File: src/rtl/mips_pkg.sv
// Shared MIPS definitions: opcodes, instruction field positions, fetch FSM encoding
// and the default reset PC. Used by fetch, decode and control_unit.
package mips_pkg;

  localparam logic [5:0] OP_RTYPE = 6'b000000;
  localparam logic [5:0] OP_J     = 6'b000010;
  localparam logic [5:0] OP_JAL   = 6'b000011;
  localparam logic [5:0] OP_BEQ   = 6'b000100;
  localparam logic [5:0] OP_BNE   = 6'b000101;
  localparam logic [5:0] OP_SLTI  = 6'b001010;
  localparam logic [5:0] OP_SLTIU = 6'b001011;
  localparam logic [5:0] OP_ANDI  = 6'b001100;
  localparam logic [5:0] OP_ORI   = 6'b001101;
  localparam logic [5:0] OP_LB    = 6'b100000;
  localparam logic [5:0] OP_LH    = 6'b100001;
  localparam logic [5:0] OP_LW    = 6'b100011;
  localparam logic [5:0] OP_LBU   = 6'b100100;
  localparam logic [5:0] OP_LHU   = 6'b100101;
  localparam logic [5:0] OP_SB    = 6'b101000;
  localparam logic [5:0] OP_SH    = 6'b101001;
  localparam logic [5:0] OP_SW    = 6'b101011;

  localparam int OPCODE_MSB = 31;
  localparam int OPCODE_LSB = 26;
  localparam int RS_MSB     = 25;
  localparam int RS_LSB     = 21;
  localparam int RT_MSB     = 20;
  localparam int RT_LSB     = 16;
  localparam int RD_MSB     = 15;
  localparam int RD_LSB     = 11;
  localparam int SHAMT_MSB  = 10;
  localparam int SHAMT_LSB  = 6;
  localparam int FUNCT_MSB  = 5;
  localparam int FUNCT_LSB  = 0;
  localparam int IMM_MSB    = 15;
  localparam int IMM_LSB    = 0;
  localparam int JADDR_MSB  = 25;
  localparam int JADDR_LSB  = 0;

  localparam logic [31:0] DEFAULT_RESET_PC = 32'h0000_0000;

  typedef enum logic [1:0] {
    FS_FETCH = 2'd0,
    FS_HOLD  = 2'd1,
    FS_DRAIN = 2'd2
  } fetch_state_e;

  function automatic logic [31:0] word_align(input logic [31:0] addr);
    return addr & ~32'h0000_0003;
  endfunction

endpackage

File: src/rtl/pc_reg.sv
// Program counter register: async active-high reset to RESET_PC, loads pc_d_i when load_i.
module pc_reg
  import mips_pkg::*;
#(
  parameter logic [31:0] RESET_PC = DEFAULT_RESET_PC
) (
  input  logic        clk,
  input  logic        rst,
  input  logic        load_i,
  input  logic [31:0] pc_d_i,
  output logic [31:0] pc_o
);

  logic [31:0] pc_q;

  always_ff @(posedge clk or posedge rst) begin
    if (rst) begin
      pc_q <= RESET_PC;
    end else if (load_i) begin
      pc_q <= pc_d_i;
    end
  end

  assign pc_o = pc_q;

endmodule

File: src/rtl/instruction_fetch_unit.sv
// MIPS fetch stage: PC, req/ack instruction-memory fetch, instruction register and field
// slicing toward decode, with redirect (branch/jump) squash and in-flight request draining.
module instruction_fetch_unit
  import mips_pkg::*;
#(
  parameter logic [31:0] RESET_PC = DEFAULT_RESET_PC
) (
  input  logic         clk,
  input  logic         rst,
  output logic         imem_req,
  output logic [31:0]  imem_addr,
  input  logic         imem_ack,
  input  logic [31:0]  imem_rdata,
  input  logic         redirect,
  input  logic [31:0]  redirect_pc,
  input  logic         id_ready,
  output logic         if_valid,
  output logic [5:0]   opcode,
  output logic [4:0]   rs,
  output logic [4:0]   rt,
  output logic [4:0]   rd,
  output logic [4:0]   shamt,
  output logic [5:0]   funct,
  output logic [15:0]  imm16,
  output logic [25:0]  jaddr,
  output logic [31:0]  pc_plus4,
  output fetch_state_e dbg_state
);

  // Handshakes: imem_req stays high with imem_addr stable until the one-cycle imem_ack;
  // an instruction transfers to decode on a cycle where if_valid and id_ready are both high,
  // and outputs hold unchanged otherwise. redirect overrides both handshakes.

  fetch_state_e state_q, state_d;
  logic [31:0]  ir_q, ir_d;
  logic [31:0]  pc_plus4_q, pc_plus4_d;
  logic [31:0]  drain_addr_q, drain_addr_d;
  logic         valid_q, valid_d;
  logic         pc_load;
  logic [31:0]  pc_next;
  logic [31:0]  pc;
  logic [31:0]  pc_inc;
  logic [31:0]  target;

  pc_reg #(
    .RESET_PC(RESET_PC)
  ) u_pc_reg (
    .clk    (clk),
    .rst    (rst),
    .load_i (pc_load),
    .pc_d_i (pc_next),
    .pc_o   (pc)
  );

  assign pc_inc = pc + 32'd4;
  assign target = word_align(redirect_pc);

  always_ff @(posedge clk or posedge rst) begin
    if (rst) begin
      state_q      <= FS_FETCH;
      ir_q         <= 32'h0;
      pc_plus4_q   <= 32'h0;
      drain_addr_q <= 32'h0;
      valid_q      <= 1'b0;
    end else begin
      state_q      <= state_d;
      ir_q         <= ir_d;
      pc_plus4_q   <= pc_plus4_d;
      drain_addr_q <= drain_addr_d;
      valid_q      <= valid_d;
    end
  end

  always_comb begin
    state_d      = state_q;
    ir_d         = ir_q;
    pc_plus4_d   = pc_plus4_q;
    drain_addr_d = drain_addr_q;
    valid_d      = valid_q;
    pc_load      = 1'b0;
    pc_next      = pc_inc;
    case (state_q)
      FS_FETCH: begin
        if (redirect) begin
          pc_load = 1'b1;
          pc_next = target;
          // An un-acked request cannot be withdrawn; park its address and discard the reply.
          if (!imem_ack) begin
            state_d      = FS_DRAIN;
            drain_addr_d = pc;
          end
        end else if (imem_ack) begin
          ir_d       = imem_rdata;
          pc_plus4_d = pc_inc;
          pc_load    = 1'b1;
          pc_next    = pc_inc;
          valid_d    = 1'b1;
          state_d    = FS_HOLD;
        end
      end
      FS_HOLD: begin
        if (redirect) begin
          pc_load = 1'b1;
          pc_next = target;
          valid_d = 1'b0;
          state_d = FS_FETCH;
        end else if (id_ready) begin
          valid_d = 1'b0;
          state_d = FS_FETCH;
        end
      end
      FS_DRAIN: begin
        if (redirect) begin
          pc_load = 1'b1;
          pc_next = target;
        end
        if (imem_ack) begin
          state_d = FS_FETCH;
        end
      end
      default: state_d = FS_FETCH;
    endcase
  end

  assign imem_req  = (state_q != FS_HOLD) && !rst;
  assign imem_addr = (state_q == FS_DRAIN) ? drain_addr_q : pc;
  assign if_valid  = valid_q;
  assign opcode    = ir_q[OPCODE_MSB:OPCODE_LSB];
  assign rs        = ir_q[RS_MSB:RS_LSB];
  assign rt        = ir_q[RT_MSB:RT_LSB];
  assign rd        = ir_q[RD_MSB:RD_LSB];
  assign shamt     = ir_q[SHAMT_MSB:SHAMT_LSB];
  assign funct     = ir_q[FUNCT_MSB:FUNCT_LSB];
  assign imm16     = ir_q[IMM_MSB:IMM_LSB];
  assign jaddr     = ir_q[JADDR_MSB:JADDR_LSB];
  assign pc_plus4  = pc_plus4_q;
  assign dbg_state = state_q;

endmodule

File: config.mk
export PLATFORM = sky130hd
export DESIGN_NAME = instruction_fetch_unit
export DESIGN_NICKNAME = d
export VERILOG_FILES = /design/src/rtl/mips_pkg.sv /design/src/rtl/pc_reg.sv /design/src/rtl/instruction_fetch_unit.sv
export SDC_FILE = /design/constraint.sdc
export NUM_CORES = 1
export LEC_CHECK = 0
export ABC_CLOCK_PERIOD_IN_PS = 6850
export CAP_MARGIN = 20
export CORE_ASPECT_RATIO = 0.5
export CORE_UTILIZATION = 40
export DETAILED_ROUTE_END_ITERATION = 6
export PLACE_DENSITY = 0.74
export SLEW_MARGIN = 20
export SYNTH_ARGS = -nofsm -noshare
export SYNTH_HDL_FRONTEND = slang
export SYNTH_HIERARCHICAL = 1
export SYNTH_SLANG_ARGS = --single-unit
File: constraint.sdc
create_clock -name clk -period 6.85 [get_ports clk]
set_input_delay 1.37 -clock clk [delete_from_list [all_inputs] [get_ports clk]]
set_output_delay 1.37 -clock clk [all_outputs]
set_load 0.02 [all_outputs]
==> out/metrics.csv <==
metric,value,unit
outcome,completed,
hold_viol_final,0,
cap_viol_max_count,0,
clock_sinks,131,
cp_top_family,adder cells,
regToRegSetupSlack,4.17,ns
hold_start,pc_plus4[1],
yosysUniqueCellTypes,43,
row_count,33,
ys.flop_type,dfrtp_1,
clock_path_buffers,2,
clk_latency,0.41,ns
clock.fmax,239.7,MHz
slowest_delay,0.83,ns
core_area,0.01660,mm²
min_period,4.172,ns
wl,17.55,mm
areaGrowthSynthToFinish,35.69,%
final_cell_mix,"clkdlybuf4s50_1, nand2_1, dfrtp_1, mux2_2, nor2_1",
antenna_found_initial,0,
io_buffers,208,
critPathBufInv,2,
nNetsFinal,897,
design_area,0.009323,mm²
clk_pin_slew_worst_paths,0.06,ns
ant_nets,0,
yosys-top-cells-area,"dfrtp_1, mux2_2, nand2_1, mux2_4, buf_4",
crit_required,5.48,ns
synth_nets,749,
synth_top_area_cell,dfrtp_1,
drt_first_iter_violations,318,
die_w,187.3,µm
critical_path_class,reg -> out,
cts_tree,done,
post_cts.repair.setup_buffers,0,
powerDensity,548.3,mW/mm²
finClkSkew,0.01230,ns
crit_path_cell_trace,"inv_1, ha_2, mux2_2, clkdlybuf4s50_1",
die_area,0.01774,mm²
clock_power_share,17.2,%
start_util,41.39,%
min_to,pc_plus4[1],
cts_hold_buf,0,
mostFrequentLayoutCell,clkdlybuf4s50_1,
maxSlewHeadroom,35.24,%
cts-htree-levels,4,
setup_tns,0,ns
crit-reg2reg-capture,u_pc_reg/pc_o[25],
drc,0,
cts_resized,0,
internal_power,3043,µW
cp-start-kind,flip-flop,
synth_edf_count,0,
numCtsBuffers,17,
drive_gt1_share,17.11,%
leakagePower,0.003975,µW
die_y,94.67,µm
grt_max_degree,64,
drtPass1Iterations,4,
fin_crit_sh,60.90,%
synth.top_cell.area_share,47.71,%
synth_area,0.006870,mm²
grt_usage,20.14,%
wl_per_cell,16.51,µm
synth-seq-cells,131,
critPathArrivalTime,2.80,ns
rsz0062_at_grt,no,
root_buffer,clkbuf_16,
slew_viol_final,0,
ir_drop,0.0002095,V
hold_depth,2,
reg2reg_depth,5,
synthCells,675,
syn_avg_cell_area,10.18,µm²
grt_pass1_wl,28.01,mm
hpwl,11.74,mm
synth-seq-area-share,47.71,%
vias,5401,
worst_slew_pin_slew,0.9625,ns
ioPinCount,211,
finalSetupViolations,0,
worst_setup_path_end_kind,output port,
avgViaCountPerCell,5.081,
yosys_warnings,6,
grt_pass1_vias,5364,
gp_congestion,0.7729,
slowest_stage,ha_2,
gr-total-overflow,0,
seq_power_share,29.5,%
crit_path_max_fanout,36,
switching_power,2069,µW
switching_share,40.47,%
hp-class,reg -> reg,
num_antenna_cells,0,
hold_slack,0.4744,ns
place_area,0.008755,mm²
post-route-util,56.17,%
p_comb_share,53.3,%
worstReg2RegStart,u_pc_reg/pc_o[6],
synthArstFlopShare,100.0,%
fillers,1440,
power by group through the flow:
stage	Sequential (µW)	Combinational, µW	Clock (µW)
6_report	1510	2730	879
5_1_grt	1580	2900	931
4_1_cts	1510	2750	893
3_5_place_dp	1520	2730	0
3_3_place_gp	1490	2690	0
2_1_floorplan	1630	1650	0
area by class of cell:
cell class | instances | area [µm²] | share of cell area (%)
clock buffers | 18 | 439.2 | 4.711
clock inverters | 14 | 128.9 | 1.382
inverters | 8 | 32.53 | 0.3489
multi-input cells | 450 | 3025 | 32.45
flip-flops and latches | 131 | 3278 | 35.16
well taps | 227 | 284.0 | 3.047
repair buffers | 215 | 2135 | 22.90
synth_stat cells (3+ instances only):
library cell  number
xor2_1             8
a21oi_1           16
nor2b_1            3
nand2_1          142
mux2_4            30
and2_1             3
nand4_1           13
xnor2_1            3
mux2_2            62
clkbuf_1          32
buf_12             3
o21ai_0           24
ha_1               5
inv_1              8
o41ai_1            3
o31ai_1            7
nor2_1            51
and4_1             6
a31oi_1           30
nor4_1             3
buf_4             43
dfrtp_1          131
or4_1              5
buf_2              5
and3_1             4
nand3_1            8
or4_4              3
registers in the layout (all words and copies together), names as in the netlist:
signal and count:
ir_q 32, drain_addr_q 32, u_pc_reg/pc_o 32, dbg_state 2, if_valid 1, pc_plus4 32
logic make-up (layout without fill, tap and decap cells):
logic type,after synthesis,in the layout,synth area share [%]
AOI/OAI and AO/OA,88,88,7.758
xor gates and xnor gates,11,11,1.402
adders and majority gates,5,5,0.9106
buffers and inverters,94,255,8.505
DFF,131,131,47.71
muxes,92,92,16.72
and+or+nand+nor,254,254,16.99
worst max-delay path by stage:
| stage | from | endpoint | slack (ns) | cells past startpoint |
|---|---|---|---|---|
| after floorplan | rst | dbg_state[0] | 2.89 | 1 |
| after global placement | rst | imem_req | 2.91 | 3 |
| after detailed placement | rst | imem_req | 2.90 | 3 |
| after CTS | dbg_state[0] | imem_addr[29] | 2.68 | 4 |
| after global routing | dbg_state[0] | imem_addr[29] | 2.57 | 4 |
| final | dbg_state[0] | imem_addr[29] | 2.68 | 4 |
worst min-delay path: cells and delay by family, from the launching register on:
kind | cells | cell delay [ns]
DFF | 1 | 0.34
and+or+nand+nor | 2 | 0.11
per-stage QoR:
stage / instances / total power [µW] / worst slack, ns
floorplan: 675 / 3276 / 2.890
global placement: 1031 / 4184 / 2.914
detailed placement: 1031 / 4251 / 2.905
CTS: 1063 / 5149 / 2.676
global route: 1063 / 5411 / 2.567
finish: 1063 / 5112 / 2.678
per-layer routing:
| layer | part of all wire [%] | track usage (%) | up-vias | wire [µm] |
|---|---|---|---|---|
| met5 | 0 | 0 | - | 0 |
| met4 | 0.91 | 5.806 | 0 | 159 |
| met3 | 4.0 | 3.976 | 16 | 695 |
| met2 | 50 | 34.54 | 131 | 8748 |
| met1 | 45 | 26.11 | 2663 | 7948 |
| li1 | - | - | 2591 | - |
Power figures use the tool's default switching activity.
